**config.mk**
```make
export PLATFORM = sky130hd
export DESIGN_NAME = upc_loop_monitor
export DESIGN_NICKNAME = d
export VERILOG_FILES = /design/src/rtl/upc_loop_pkg.sv /design/src/rtl/upc_sat_counter.sv /design/src/rtl/upc_loop_monitor.sv
export SDC_FILE = /design/constraint.sdc
export NUM_CORES = 1
export LEC_CHECK = 0
export CORE_MARGIN = 4
export CORE_UTILIZATION = 30
export DETAILED_ROUTE_END_ITERATION = 8
export PLACE_DENSITY = 0.54
export SYNTH_ARGS = -nofsm -noshare
export SYNTH_HDL_FRONTEND = slang
export SYNTH_SLANG_ARGS = --single-unit
```
**constraint.sdc**
```tcl
create_clock -name clock -period 7.8 [get_ports clock]
set_clock_uncertainty 0.15 [all_clocks]
set_input_delay 0.78 -clock clock [delete_from_list [all_inputs] [get_ports clock]]
set_output_delay 0.78 -clock clock [all_outputs]
set_load 0.02 [all_outputs]
```
**src/rtl/upc_loop_pkg.sv**
```systemverilog
// Shared types for the loop monitor: lifecycle states and the saturating-counter step helper.
package upc_loop_pkg;

   typedef enum logic [1:0] {
      IDLE      = 2'd0,
      RUN       = 2'd1,
      QUIT_PEND = 2'd2,
      EXIT      = 2'd3
   } loop_state_e;

   typedef enum logic [1:0] {
      CNT_HOLD = 2'd0,
      CNT_UP   = 2'd1,
      CNT_DOWN = 2'd2
   } cnt_op_e;

   // Decide one counter step: simultaneous up/down cancels, and both ends stick.
   function automatic cnt_op_e sat_op(input logic inc, input logic dec,
                                      input logic at_max, input logic at_zero);
      cnt_op_e op;
      op = CNT_HOLD;
      if (inc && !dec && !at_max)
         op = CNT_UP;
      else if (dec && !inc && !at_zero)
         op = CNT_DOWN;
      return op;
   endfunction

endpackage

```
**src/rtl/upc_sat_counter.sv**
```systemverilog
// Saturating up/down counter with synchronous clear and a freeze that overrides everything.
module upc_sat_counter
   import upc_loop_pkg::*;
#(
   parameter int W = 32
) (
   input  logic         clock,
   input  logic         reset,
   input  logic         inc,
   input  logic         dec,
   input  logic         clr,
   input  logic         frz,
   output logic [W-1:0] count
);

   cnt_op_e op;

   assign op = sat_op(inc, dec, &count, count == '0);

   // Count register: freeze wins over clear, and clear wins over counting.
   always_ff @(posedge clock or posedge reset) begin
      if (reset)
         count <= '0;
      else if (!frz) begin
         if (clr)
            count <= '0;
         else if (op == CNT_UP)
            count <= count + W'(1);
         else if (op == CNT_DOWN)
            count <= count - W'(1);
      end
   end

endmodule

```
**src/rtl/upc_loop_monitor.sv**
```systemverilog
// Loop lifecycle monitor for cosim probes: tracks RUN/QUIT_PEND/EXIT, counts iterations and
// cycles, and raises sticky protocol-error flags.
//
//  state     | meaning
//  IDLE      | no loop invocation in progress
//  RUN       | loop running, iteration/quit events honoured
//  QUIT_PEND | quit seen with quit_at_end, waiting for the current iteration to end
//  EXIT      | single cycle: publish trip count, bump loop count, clear per-invocation state
module upc_loop_monitor
   import upc_loop_pkg::*;
#(
   parameter int FSM_WIDTH = 2,
   parameter int CNT_W     = 32,
   parameter int OPEN_W    = 8
) (
   input  logic                 clock,
   input  logic                 reset,
   input  logic                 loop_start,
   input  logic                 loop_ready,
   input  logic                 loop_done,
   input  logic                 loop_continue,
   input  logic [FSM_WIDTH-1:0] cur_state,
   input  logic [FSM_WIDTH-1:0] iter_start_state,
   input  logic                 iter_start_enable,
   input  logic                 iter_start_block,
   input  logic [FSM_WIDTH-1:0] iter_end_state,
   input  logic                 iter_end_enable,
   input  logic                 iter_end_block,
   input  logic [FSM_WIDTH-1:0] quit_state,
   input  logic                 quit_enable,
   input  logic                 quit_block,
   input  logic                 quit_at_end,
   input  logic                 finish,
   output logic                 loop_active,
   output logic                 iter_start_pulse,
   output logic                 iter_end_pulse,
   output logic                 loop_exit_pulse,
   output logic [CNT_W-1:0]     iter_count,
   output logic [CNT_W-1:0]     trip_count,
   output logic [CNT_W-1:0]     loop_count,
   output logic [CNT_W-1:0]     active_cycles,
   output logic [OPEN_W-1:0]    open_iters,
   output logic                 report_valid,
   output logic                 err_unbalanced,
   output logic                 err_restart
);

   loop_state_e state, state_next;
   logic        active, frozen, in_exit;
   logic        ev_s, ev_e, ev_q;
   logic        unused_ready;

   // loop_ready only gates cycle accounting upstream; it carries no lifecycle meaning here.
   assign unused_ready = loop_ready;

   assign active  = (state == RUN) || (state == QUIT_PEND);
   assign in_exit = (state == EXIT);
   // The finish cycle itself already freezes, so the report snapshot is the pre-finish state.
   assign frozen  = finish || report_valid;

   assign ev_s = active && (cur_state == iter_start_state) && iter_start_enable && !iter_start_block;
   assign ev_e = active && (cur_state == iter_end_state) && iter_end_enable && !iter_end_block;
   assign ev_q = active && (cur_state == quit_state) && quit_enable && !quit_block;

   assign loop_active = active;

   // Next-state logic for the loop lifecycle.
   always_comb begin
      state_next = state;
      case (state)
         IDLE:      if (loop_start) state_next = RUN;
         RUN: begin
            if (loop_done || (ev_q && (!quit_at_end || ev_e)))
               state_next = EXIT;
            else if (ev_q)
               state_next = QUIT_PEND;
         end
         QUIT_PEND: if (loop_done || ev_e) state_next = EXIT;
         EXIT:      state_next = loop_continue ? RUN : IDLE;
         default:   state_next = IDLE;
      endcase
   end

   // State register, held once the report is taken.
   always_ff @(posedge clock or posedge reset) begin
      if (reset)
         state <= IDLE;
      else if (!frozen)
         state <= state_next;
   end

   // Event pulses, trip-count capture and sticky flags.
   always_ff @(posedge clock or posedge reset) begin
      if (reset) begin
         iter_start_pulse <= 1'b0;
         iter_end_pulse   <= 1'b0;
         loop_exit_pulse  <= 1'b0;
         trip_count       <= '0;
         report_valid     <= 1'b0;
         err_unbalanced   <= 1'b0;
         err_restart      <= 1'b0;
      end else begin
         report_valid <= report_valid || finish;
         if (frozen) begin
            iter_start_pulse <= 1'b0;
            iter_end_pulse   <= 1'b0;
            loop_exit_pulse  <= 1'b0;
         end else begin
            iter_start_pulse <= ev_s;
            iter_end_pulse   <= ev_e;
            loop_exit_pulse  <= (state_next == EXIT);
            if (in_exit)
               trip_count <= iter_count;
            if (ev_e && !ev_s && (open_iters == '0))
               err_unbalanced <= 1'b1;
            if (active && loop_start)
               err_restart <= 1'b1;
         end
      end
   end

   upc_sat_counter #(.W(CNT_W)) u_iter_count (
      .clock(clock), .reset(reset), .inc(ev_e), .dec(1'b0),
      .clr(in_exit), .frz(frozen), .count(iter_count)
   );

   upc_sat_counter #(.W(CNT_W)) u_loop_count (
      .clock(clock), .reset(reset), .inc(in_exit), .dec(1'b0),
      .clr(1'b0), .frz(frozen), .count(loop_count)
   );

   upc_sat_counter #(.W(CNT_W)) u_active_cycles (
      .clock(clock), .reset(reset), .inc(active), .dec(1'b0),
      .clr(1'b0), .frz(frozen), .count(active_cycles)
   );

   upc_sat_counter #(.W(OPEN_W)) u_open_iters (
      .clock(clock), .reset(reset), .inc(ev_s), .dec(ev_e),
      .clr(in_exit), .frz(frozen), .count(open_iters)
   );

endmodule
```
==> results.py <==
metrics = {
    "critical_path": {
        "rrSetupSlack_ps": 3610,
        "startpoint_type": "input port",
        "cp_cell_sequence": "clkdlybuf4s50_1 -> xor2_1 -> or4_4 -> nor3_2 -> inv_1 -> ha_1 -> nor2b_1 -> o21ai_0 -> a21boi_0 -> or4b_2 -> a41oi_1 -> mux2_2",
        "slowest_delay_ps": 640,
        "path_buf_inv": 2,
        "crit_end": "u_open_iters.count[6]$_DFFE_PP0P_",
        "regToRegEndpoint": "u_open_iters.count[6]$_DFFE_PP0P_",
        "path_max_fanout": 6,
        "r2r-start": "state[0]$_DFFE_PP0P_",
        "worstSetupPathType": "in2reg",
        "r2r_cells": 13,
        "crit_required_ps": 8000,
        "path_depth": 12,
        "critical_path_arrival_ps": 4520,
        "setup.worst_path.start": "cur_state[1]",
        "crit_family": "simple AND/OR/NAND/NOR gates",
        "cp_slowest_cell": "or4b_2",
        "end_kind": "flop",
    },
    "route": {
        "wl_per_cell_um": 15.8,
        "post_drt_via_cell_ratio": 4.75,
        "routed_wl_mm": 18.3,
        "drtIter0Drc": 331,
        "num_vias": 5514,
        "drtAntennaViolNets": 0,
        "dr.pass1.iters": 4,
        "drc": 0,
    },
    "power": {
        "powerDensity_mw_per_mm2": 176,
        "p_leak_uw": 0.00433,
        "peakVddDrop_mv": 0.128,
        "finalPower_uw": 1670,
    },
    "floorplan": {
        "floorplan.initialDensity_pct": 30.5,
        "die_y_um": 160,
        "ios": 165,
        "core_region_area_sq_mm": 0.0226,
        "num_rows": 55,
        "die_area_sq_mm": 0.0255,
        "die_w_um": 160,
    },
    "timing": {
        "slew_headroom_pct": 24.1,
        "worstMarginPinSlew_ps": 1140,
        "finalSetupTns_ps": 0,
        "rsz0062_at_grt": "false",
        "period_share_pct": 55.4,
        "maxSlewViolCount": 0,
        "finalSetupViolations": 0,
        "finalHoldViolCount": 0,
        "setup_ws_ps": 3480,
        "post-route-min-period_ps": 4320,
        "fmax_ghz": 0.232,
    },
    "clock_tree": {
        "cts_made_buffers": 17,
        "postCtsSetupRepairBufs": 0,
        "clk_pin_slew_ps": 60,
        "cts-resized-gates": 0,
        "cts_tree": "yes",
        "clk_path_buf_depth": 2,
        "clk_latency_ps": 410,
        "htreeDepth": 4,
        "clock_tree.root_cell": "clkbuf_16",
        "cts_sinks": 144,
        "cts_hold_buf": 0,
    },
    "finish": {
        "utilization_pct": 41.9,
        "final_layout_size_suffix_gt1_share_pct": 6.73,
        "num_antenna_cells": 0,
        "nets": 900,
        "area_delta_synth_final_pct": 37.7,
        "final_cells": 1162,
    },
    "synthesis": {
        "avgSynthCellArea_sq_um": 9.92,
        "synth_nets": 731,
        "synth.most_common_cell": "dfrtp_1",
        "synth_xor_area_share_pct": 12.4,
        "synth_compound_area_share_pct": 4.05,
        "synth_top_area_share_pct": 52.2,
        "ys_warn_count": 0,
        "synth_cell_type_count": 49,
        "yosysSeqAreaShare_pct": 52.2,
        "ys_seq_elements": 144,
        "synthSimpleGateAreaFrac_pct": 25.7,
        "synthesis.area_sq_mm": 0.00690,
        "netlist_top_cells_area": "dfrtp_1 52%, xor2_1 8.3%, nand2_1 7.6%",
        "synthFlopType": "dfrtp_1",
        "synth_top_family_by_area": "simple AND/OR/NAND/NOR gates",
        "yosys.area.top_type": "dfrtp_1",
        "synthCells": 695,
        "synth_fa_ha_area_share_pct": 2.65,
        "async_reset_ff_share_pct": 100,
        "synth_mux_area_share_pct": 0.816,
        "synth_common_cells": "144 x dfrtp_1, 140 x nand2_1, 67 x nor2_1, 65 x xor2_1, 38 x nand4_1",
        "synth-edff-count": 0,
    },
    "global_route": {
        "grt_use_met2_pct": 23.1,
        "grtUsageTotal_pct": 14.7,
        "first_global_vias": 5631,
        "grt_start_max_net_pins": 80,
        "grt.overflow.total": 0,
        "grt_use_met3_pct": 5.11,
        "antenna_found_initial": 0,
        "use_met1_pct": 19.8,
        "grt_first_pass_wirelength_mm": 30.7,
        "grt_busiest_layer": "met2",
    },
    "placed_design": {
        "io_buffers": 163,
        "dp.cells": 1130,
        "post-dp-hpwl_mm": 13.0,
        "gp_congestion": 0.785,
        "post-place-ws_ps": 3060,
    },
    "outcome": {
        "status": "finished clean",
    },
    "hold_path": {
        "hp-class": "reg2reg",
    },
    "job": {
        "drv_cap": 0,
    },
}
## cells in the final DEF, fill, tap and decap left out, types with 16 or more instances in the layout
cell type        count
clkbuf_16           17
clkdlybuf4s50_1    163
dfrtp_1            144
nand2_1            140
nand3_1             30
nand4_1             38
nor2_1              67
nor3_1              16
xnor2_1             33
xor2_1              65
## sequential cells by signal (all words and copies together), names as in the netlist
| signal | cells |
|---|---|
| report_valid | 1 |
| u_iter_count.count | 32 |
| u_open_iters.count | 8 |
| loop_exit_pulse | 1 |
| err_unbalanced | 1 |
| trip_count | 32 |
| err_restart | 1 |
| state | 2 |
| iter_end_pulse | 1 |
| u_loop_count.count | 32 |
| u_active_cycles.count | 32 |
| iter_start_pulse | 1 |
## through the flow
step	hold slack (ps)	area (sq um)
finish	307	9500
CTS	316	9500
floorplan	404	6900
global placement	297	8860
global route	352	9500
detailed placement	297	8860
## cells by family after synthesis
family	count (synthesis)
simple gates	362
flops	144
xor+xnor	98
fa+ha+maj	14
buf+inv	35
compound gates	37
mux	5
## report_power, final
group	switching [uW]	internal [uW]
Sequential	1.70	748
Combinational	26.9	17.9
Clock	325	554
## final cells by class
class | instances | area, sq um
Inverter | 16 | 66.3
Sequential cell | 144 | 3600
Clock buffer | 20 | 457
Multi-Input combinational cell | 516 | 3160
Timing Repair Buffer | 169 | 1680
Clock inverter | 12 | 181
Tap cell | 285 | 357
Fill cell | 2209 | 13100
## metal layers
layer,up-vias,wire length [um]
met5,-,0
li1,2713,-
met4,0,133
met3,7,1180
met2,128,8280
met1,2666,8740
## how the worst min path moves through the flow
stage,depth (start not counted),endpoint,startpoint
finish,1,err_restart$_DFFE_PP0P_,err_restart$_DFFE_PP0P_
global route,1,err_unbalanced$_DFFE_PP0P_,err_unbalanced$_DFFE_PP0P_
CTS,1,err_restart$_DFFE_PP0P_,err_restart$_DFFE_PP0P_
detailed placement,1,err_restart$_DFFE_PP0P_,err_restart$_DFFE_PP0P_
global placement,1,err_restart$_DFFE_PP0P_,err_restart$_DFFE_PP0P_
floorplan,1,state[0]$_DFFE_PP0P_,state[0]$_DFFE_PP0P_
Note: power is estimated with default switching activity, not from simulation.
